File: config.mk
export PLATFORM = sky130hd
export DESIGN_NAME = sd_arbiter
export DESIGN_NICKNAME = d
export VERILOG_FILES = /design/src/rtl/sd_arbiter.sv
export SDC_FILE = /design/constraint.sdc
export NUM_CORES = 1
export LEC_CHECK = 0
export ABC_AREA = 1
export BUFFER_PORTS_ARGS = -buffer_cell sky130_fd_sc_hd__buf_2
export CAP_MARGIN = 20
export CORE_MARGIN = 10
export CORE_UTILIZATION = 35
export CTS_BUF_LIST = sky130_fd_sc_hd__clkbuf_8
export DETAILED_ROUTE_END_ITERATION = 7
export SYNTH_ARGS = -nofsm -noshare
export SYNTH_HDL_FRONTEND = slang
export SYNTH_SLANG_ARGS = --single-unit
File: constraint.sdc
create_clock -name clock -period 2.3 [get_ports clock]
set_input_delay 0.115 -clock clock [delete_from_list [all_inputs] [get_ports clock]]
set_output_delay 0.115 -clock clock [all_outputs]
set_load 0.01 [all_outputs]
File: src/rtl/sd_arbiter.sv
// Two-requester arbiter for a single SD controller: grants whole-sector transfers
// round-robin and sequences the controller's per-byte read/write handshakes.
module sd_arbiter #(
  parameter int SECTOR_BYTES   = 512,
  parameter int TIMEOUT_CYCLES = 1 << 20
) (
  input  logic        clock,
  input  logic        reset,
  input  logic [1:0]  req_valid,
  input  logic [1:0]  req_write,
  input  logic [63:0] req_address,
  output logic [1:0]  req_ack,
  output logic [7:0]  rd_data,
  output logic [1:0]  rd_valid,
  input  logic [15:0] wr_data,
  output logic [1:0]  wr_take,
  output logic [1:0]  done,
  output logic [1:0]  error,
  input  logic        sd_ready,
  output logic        sd_read,
  output logic        sd_write,
  output logic [31:0] sd_address,
  input  logic [7:0]  sd_dout,
  input  logic        sd_byte_available,
  output logic        sd_read_ack,
  output logic [7:0]  sd_din,
  input  logic        sd_write_ready
);

  localparam int CW = $clog2(SECTOR_BYTES) + 1;
  localparam int TW = $clog2(TIMEOUT_CYCLES) + 1;

  localparam logic [2:0] IDLE    = 3'd0;
  localparam logic [2:0] ISSUE   = 3'd1;
  localparam logic [2:0] RD_WAIT = 3'd2;
  localparam logic [2:0] RD_ACK  = 3'd3;
  localparam logic [2:0] WR_WAIT = 3'd4;
  localparam logic [2:0] WR_HOLD = 3'd5;
  localparam logic [2:0] FINISH  = 3'd6;

  logic [2:0]    state;
  logic          owner;
  logic          dir;
  logic          last_grant;
  logic [CW-1:0] count;
  logic [TW-1:0] tmo;

  logic          pick;
  logic          pick_write;
  logic          event_seen;
  logic          tmo_hit;
  logic          sector_end;
  logic [1:0]    owner_sel;

  always_comb begin
    pick       = (req_valid == 2'b11) ? ~last_grant : req_valid[1];
    pick_write = pick ? req_write[1] : req_write[0];
    tmo_hit    = (tmo == TW'(TIMEOUT_CYCLES - 1));
    sector_end = (count == CW'(SECTOR_BYTES));
    owner_sel  = {owner, ~owner};
    // Every wait state leaves as soon as its event is seen, so this also
    // marks the cycles on which the timeout counter restarts.
    event_seen = 1'b1;
    case (state)
      ISSUE:   event_seen = !sd_ready;
      RD_WAIT: event_seen = sd_byte_available;
      RD_ACK:  event_seen = !sd_byte_available;
      WR_WAIT: event_seen = sd_write_ready;
      WR_HOLD: event_seen = !sd_write_ready;
      FINISH:  event_seen = sd_ready;
      default: event_seen = 1'b1;
    endcase
  end

  always_ff @(posedge clock) begin
    if (reset) begin
      state       <= IDLE;
      owner       <= 1'b0;
      dir         <= 1'b0;
      last_grant  <= 1'b1;
      count       <= '0;
      tmo         <= '0;
      req_ack     <= '0;
      rd_data     <= '0;
      rd_valid    <= '0;
      wr_take     <= '0;
      done        <= '0;
      error       <= '0;
      sd_read     <= 1'b0;
      sd_write    <= 1'b0;
      sd_address  <= '0;
      sd_read_ack <= 1'b0;
      sd_din      <= '0;
    end else begin
      req_ack  <= '0;
      rd_valid <= '0;
      wr_take  <= '0;
      done     <= '0;
      error    <= '0;
      tmo      <= (state != IDLE && !event_seen) ? tmo + TW'(1) : '0;

      if (state != IDLE && !event_seen && tmo_hit) begin
        sd_read     <= 1'b0;
        sd_write    <= 1'b0;
        sd_read_ack <= 1'b0;
        error       <= owner_sel;
        count       <= '0;
        tmo         <= '0;
        state       <= IDLE;
      end else begin
        case (state)
          IDLE: begin
            if (sd_ready && (|req_valid)) begin
              owner      <= pick;
              dir        <= pick_write;
              last_grant <= pick;
              sd_address <= pick ? req_address[63:32] : req_address[31:0];
              req_ack    <= {pick, ~pick};
              sd_read    <= !pick_write;
              sd_write   <= pick_write;
              state      <= ISSUE;
            end
          end
          ISSUE: begin
            if (event_seen) begin
              sd_read  <= 1'b0;
              sd_write <= 1'b0;
              state    <= dir ? WR_WAIT : RD_WAIT;
            end
          end
          RD_WAIT: begin
            if (event_seen) begin
              rd_data     <= sd_dout;
              rd_valid    <= owner_sel;
              sd_read_ack <= 1'b1;
              count       <= count + CW'(1);
              state       <= RD_ACK;
            end
          end
          RD_ACK: begin
            if (event_seen) begin
              sd_read_ack <= 1'b0;
              state       <= sector_end ? FINISH : RD_WAIT;
            end
          end
          WR_WAIT: begin
            if (event_seen) begin
              sd_din  <= owner ? wr_data[15:8] : wr_data[7:0];
              wr_take <= owner_sel;
              count   <= count + CW'(1);
              state   <= WR_HOLD;
            end
          end
          WR_HOLD: begin
            if (event_seen) begin
              state <= sector_end ? FINISH : WR_WAIT;
            end
          end
          FINISH: begin
            if (event_seen) begin
              done  <= owner_sel;
              count <= '0;
              state <= IDLE;
            end
          end
          default: state <= IDLE;
        endcase
      end
    end
  end

endmodule

==> results of run 1 <==
cells by family after synthesis:
| group | count (synthesis) |
|---|---|
| simple gates | 355 |
| compound gates | 110 |
| flops | 98 |
| buf+inv | 87 |
| xor+xnor | 13 |
| fa+ha+maj | 3 |
per-layer routing:
layer	vias to the layer above	share of wire (%)
met1	2262	44
met4	2	1.5
li1	2579	-
met3	18	9.2
met5	-	0.046
met2	165	46
placed cells by master, fill, tap and decap left out, types with 3 or more instances in the layout:
cell	count
o21ai_0	36
nor2_2	5
nor3_1	5
o21ai_1	10
xnor2_1	6
nand3_1	34
nand4_1	13
nand3_2	3
a31oi_1	32
ha_1	3
or2_2	3
clkbuf_8	10
inv_2	5
inv_1	50
a21oi_1	21
buf_4	8
a21oi_2	8
xor2_1	7
nor2_1	96
dfxtp_1	97
nand2_1	184
nor2_4	3
dlygate4sd3_1	66
buf_2	157
critical path, cell delays in order, from the launching register on:
cell           delay [ps]
dfxtp_1               440
nor2_4                200
nand2_1               120
nor2_4                230
buf_12                210
o21ai_0               120
a31oi_1               200
dlygate4sd3_1         560
registers in the layout, summed over array words and instances (netlist names):
signal / count
tmo: 21
sd_write: 1
req_ack: 2
sd_read: 1
owner: 1
last_grant: 1
sd_address: 32
count: 10
dir: 1
error: 2
wr_take: 2
rd_data: 8
state: 3
sd_read_ack: 1
done: 2
rd_valid: 2
sd_din: 8
timing repair:
| item | 4_1_cts | 5_1_grt |
|---|---|---|
| gates resized for setup | 0 | 1 |
| endpoints found under the setup margin | 0 | 1 |
| hold buffers | 66 | 0 |
| endpoints found under the hold margin | 39 | 0 |
where the power goes:
part / internal (W) / total [W] / switching (W) / leakage, nW
registers: 0.00196 / 0.00218 / 0.000214 / 0.798
clock network: 0.000635 / 0.00125 / 0.000615 / 0.111
logic: 0.000785 / 0.00184 / 0.00105 / 2.21
area by class of cell:
class	instances	area (um2)	share of cell area (%)
clock buffers	10	138	2.12
clock inverters	6	82.6	1.27
inverters	56	215	3.31
multi-input cells	481	2310	35.5
flip-flops and latches	98	1960	30.2
well taps	176	220	3.39
repair buffers	234	1570	24.2
metrics by stage:
| step | std cells | total power [W] |
|---|---|---|
| global placement | 978 | 0.00380 |
| floorplan | 666 | 0.00323 |
| detailed placement | 978 | 0.00379 |
| CTS | 1060 | 0.00525 |
| finish | 1061 | 0.00527 |
| global route | 1061 | 0.00560 |
worst paths after layout:
kind	slack, ps	to	startpoint	depth (start not counted)
setup / recovery	150	sd_address[7]	state[0]	7
hold reg to reg	470	last_grant	last_grant	2
setup reg to reg	150	sd_address[7]	state[0]	7
hold / removal	20	sd_address[18]	req_address[50]	3
==> metrics.cfg, run 1 <==
[global_route]
antenna_found_initial=1
track_usage_pct=16.0
grt_use_met1_pct=18.8
met3_usage_pct=6.79
grt_max_degree=67
met2_usage_pct=25.4
grt_pass1_wl_mm=24.0
busiest_layer=met2
grt_pass1_vias=4876
grt_overflow=0

[timing]
max_freq_mhz=465
fin_crit_sh_pct=93.6
rsz0062_at_grt=no
fin_skew_ps=13.7
hold_slack_ps=22.8
fin_crit_ps=2150
slew_headroom_pct=60.2
finalHoldViolations=0
final-setup-viol-count=0
worst_slew_pin_slew_ps=596
final_max_slew_viol_count=0
setup_ws_ps=148
tns_ps=0

[yosys]
synth.most_common_cell=nand2_1
synthCells=666
synth_top_family_by_area=simple AND/OR/NAND/NOR gates
synth_common_cells=184 x nand2_1, 98 x dfxtp_1, 96 x nor2_1, 48 x inv_1, 36 x o21ai_0
netlist-cell-type-count=36
ys_seq_area_share_pct=42.2
synth_area_mm2=0.00465
synth-xor-area-share_pct=2.45
synth_nets=766
ys_top_cells_by_area=dfxtp_1 42%, nand2_1 15%, nor2_1 7.7%
yosys_warnings=0
synth_edf_count=0
syn_avg_cell_area_um2=6.98
synth_top_area_share_pct=42.2
synth-compound-area-share_pct=13.6
synth_seq_cells=98
yosys.area.top_type=dfxtp_1
async_flop_share_pct=0
synth.area.mux_share_pct=0
synth_ff_type=dfxtp_1
synthSimpleGateAreaFrac_pct=32.7
synthAdderAreaFrac_pct=0.807

[clock_network]
htree_levels=3
cts_root_buffer=clkbuf_8
clkTransAtPathRegs_ps=100
clk_path_buf_depth=2
postCtsSetupBuffers=0
clk_latency_ps=380
cts_buffers=9
cts_tree=built
cts_sinks=98

[die]
die_area_mm2=0.0183
top_level_ports=158
die_w_um=135
die_height_um=135
core_area_mm2=0.0131
std_cell_rows=42
initial_core_util_pct=35.4

[hold_path]
hold_class=primary input to register

[cells_and_area]
fillers=1337
final_layout_size_suffix_gt1_share_pct=24.6
antenna_cells=0
post-route-cell-area_mm2=0.00650
fin_nets=980
area_delta_synth_final_pct=39.7
final_util_pct=49.5

[route]
wl_per_cell_um=14.3
drt-initial-drc-count=252
drt_first_pass_iters=4
vias=5026
routed_wirelength_mm=15.2
ant_nets=0
viasPerCell=4.74
drc=0

[placed_design]
placed_cell_area_mm2=0.00559
dp_slack_ps=406
globalplace.congestion=0.893
hpwl_mm=10.6
io_buffers=157

[run_status]
status=finished clean

[power_and_ir_drop]
p_leak_nw=3.12
power_density_mw_per_mm2=810
ir_drop_mv=0.346

[critical_path]
worstPathMaxFanout=33
crit_arrival_ps=2490
endpoint_kind=register
worstPathRequired_ps=2630
worstSetupPathType=register to register
cp-start-kind=register

[job]
max-cap-violations=0

(Power assumes the default switching activity.)
==> inputs of run 2 (changes only) <==
--- a/config.mk
+++ b/config.mk
@@ -12,6 +12,7 @@
 export CORE_UTILIZATION = 35
 export CTS_BUF_LIST = sky130_fd_sc_hd__clkbuf_8
 export DETAILED_ROUTE_END_ITERATION = 7
+export SETUP_SLACK_MARGIN = 0.2
 export SYNTH_ARGS = -nofsm -noshare
 export SYNTH_HDL_FRONTEND = slang
 export SYNTH_SLANG_ARGS = --single-unit
==> metrics.cfg, run 2 (same netlist as run 1, synthesis figures left out) <==
[run_status]
status=finished clean  ; unchanged

[die]
die_w_um=135  ; unchanged
die_height_um=135  ; unchanged
std_cell_rows=42  ; unchanged
die_area_mm2=0.0183  ; unchanged
initial_core_util_pct=35.4  ; unchanged
core_area_mm2=0.0131  ; unchanged
top_level_ports=158  ; unchanged

[timing]
finalHoldViolations=0  ; unchanged
max_freq_mhz=509  ; was 465 MHz
tns_ps=0  ; unchanged
worst_slew_pin_slew_ps=612  ; was 596 ps
rsz0062_at_grt=no  ; unchanged
final-setup-viol-count=0  ; unchanged
fin_crit_ps=1970  ; was 2150 ps
slew_headroom_pct=59.1  ; was 60.2%
final_max_slew_viol_count=0  ; unchanged
hold_slack_ps=26.4  ; was 22.8 ps
fin_skew_ps=14.9  ; was 13.7 ps
fin_crit_sh_pct=85.4  ; was 93.6%

[global_route]
grt_pass1_vias=4876  ; unchanged
grt_overflow=0  ; unchanged
grt_pass1_wl_mm=24.0  ; unchanged
antenna_found_initial=1  ; unchanged
grt_max_degree=67  ; unchanged
track_usage_pct=16.0  ; unchanged

[critical_path]
cp_slowest_stage_delay_ps=560  ; about the same
crit_arrival_ps=2300  ; was 2490 ps
path_cells=nor2_4, nand2_1, nor2_4, buf_12, o21ai_0, a31oi_1, dlygate4sd3_1  ; unchanged
worstPathMaxFanout=33  ; unchanged
worstPathRequired_ps=2630  ; about the same
path_common_cell=nor2_4  ; unchanged
endpoint_kind=register  ; unchanged
r2r-start=state[0]  ; unchanged
cp-start-kind=register  ; unchanged
critPathSlowestCell=dlygate4sd3_1  ; unchanged
crit_buf_inv=2  ; unchanged
worstSetupPathType=register to register  ; unchanged
worstReg2RegEnd=sd_address[7]  ; unchanged
crit_path_start=state[0]  ; unchanged
crit_family=buffers and inverters  ; unchanged
worst-r2r-setup-slack_ps=330  ; was 150 ps
worstRegToRegCells=7  ; unchanged

[clock_network]
htree_levels=3  ; unchanged
clk_path_buf_depth=2  ; unchanged
clkTransAtPathRegs_ps=100  ; about the same
cts_buffers=9  ; unchanged
cts_sinks=98  ; unchanged
cts_root_buffer=clkbuf_8  ; unchanged
clk_latency_ps=380  ; about the same
cts_tree=built  ; unchanged

[hold_path]
min_to=sd_address[18]  ; unchanged
hp-start=req_address[50]  ; unchanged
hold_depth=3  ; unchanged
hold_class=primary input to register  ; unchanged

[placed_design]
io_buffers=157  ; unchanged
globalplace.congestion=0.893  ; unchanged
hpwl_mm=10.6  ; unchanged

[job]
max-cap-violations=0  ; unchanged

[route]
vias=5006  ; was 5026
viasPerCell=4.71  ; was 4.74
routed_wirelength_mm=15.2  ; about the same
drt-initial-drc-count=272  ; was 252
drc=0  ; unchanged
wl_per_cell_um=14.3  ; about the same
ant_nets=0  ; unchanged
drt_first_pass_iters=4  ; unchanged

[cells_and_area]
final_cell_mix=184 x nand2_1, 157 x buf_2, 96 x nor2_1  ; was 184 x nand2_1, 157 x buf_2, 97 x dfxtp_1
top_register=sd_address  ; unchanged
antenna_cells=0  ; unchanged
area_delta_synth_final_pct=40.1  ; was 39.7%
fin_nets=982  ; was 980
largest_reg_flops=32  ; unchanged
final_common_cell=nand2_1  ; unchanged
largestRegisters=sd_address (32), tmo (21), count (10)  ; unchanged
final_layout_size_suffix_gt1_share_pct=25.0  ; was 24.6%

[power_and_ir_drop]
power_density_mw_per_mm2=810  ; about the same
p_leak_nw=3.13  ; was 3.12 nW
ir_drop_mv=0.347  ; was 0.346 mV

-- run 2: changes by cell type in the layout (fill, tap and decap cells not counted) --
cell     before  now
buf_4         8   10
dfxtp_1      97   95
dfxtp_2       1    3
-- run 2: what timing repair did --
action,CTS,global route
hold endpoints to repair,39,0
hold buffers,66,0
gates resized for setup,0,3
endpoints found under the setup margin,0,27
setup buffers,0,2
-- run 2: worst register-to-register path: stages (launching register included) --
cell and delay (ps):
dfxtp_2 400, nor2_4 160, nand2_1 120, nor2_4 150
buf_12 200, o21ai_0 140, a31oi_1 200, dlygate4sd3_1 560
-- run 2: worst max path at each step --
stage	slack (ps)	to	depth (start not counted)
global route	210	sd_address[7]	7
finish	330	sd_address[7]	7
detailed placement	410	count[1]	9
floorplan	770	count[6]	9
global placement	430	count[1]	9
CTS	230	sd_address[9]	7
-- run 2: layer usage --
layer  vias to the layer above  wire length [um]  global-route usage (%)
met4                         2               225                    6.22
met3                        18              1390                    6.79
met5                         -                 7                       0
met2                       158              6870                    25.4
li1                       2583                 -                       -
met1                      2245              6710                    18.8
-- run 2: cell type report --
type | count | area, um2
fillers | 1331 | 6620
multi-input cells | 481 | 2310
flip-flops and latches | 98 | 1970
repair buffers | 236 | 1590
well taps | 176 | 220
inverters | 56 | 215
clock buffers | 10 | 138
clock inverters | 6 | 82.6
-- run 2: report_power, final --
part	switching, W	internal [W]	total [W]
Clock	0.000611	0.000635	0.00125
Combinational	0.00106	0.000796	0.00185
Sequential	0.000213	0.00197	0.00218
-- run 2: metrics by stage --
stage                     worst slack, ps  cells  util [%]  power, W  area (um2)
final                                 335   1063      49.6   0.00528        6520
after global routing                  209   1063      49.6   0.00561        6520
after CTS                             228   1060      49.3   0.00525        6470
after detailed placement              406    978      42.6   0.00379        5590
after global placement                433    978      42.6   0.00380        5590
after floorplan                       768    666         -   0.00323        4650
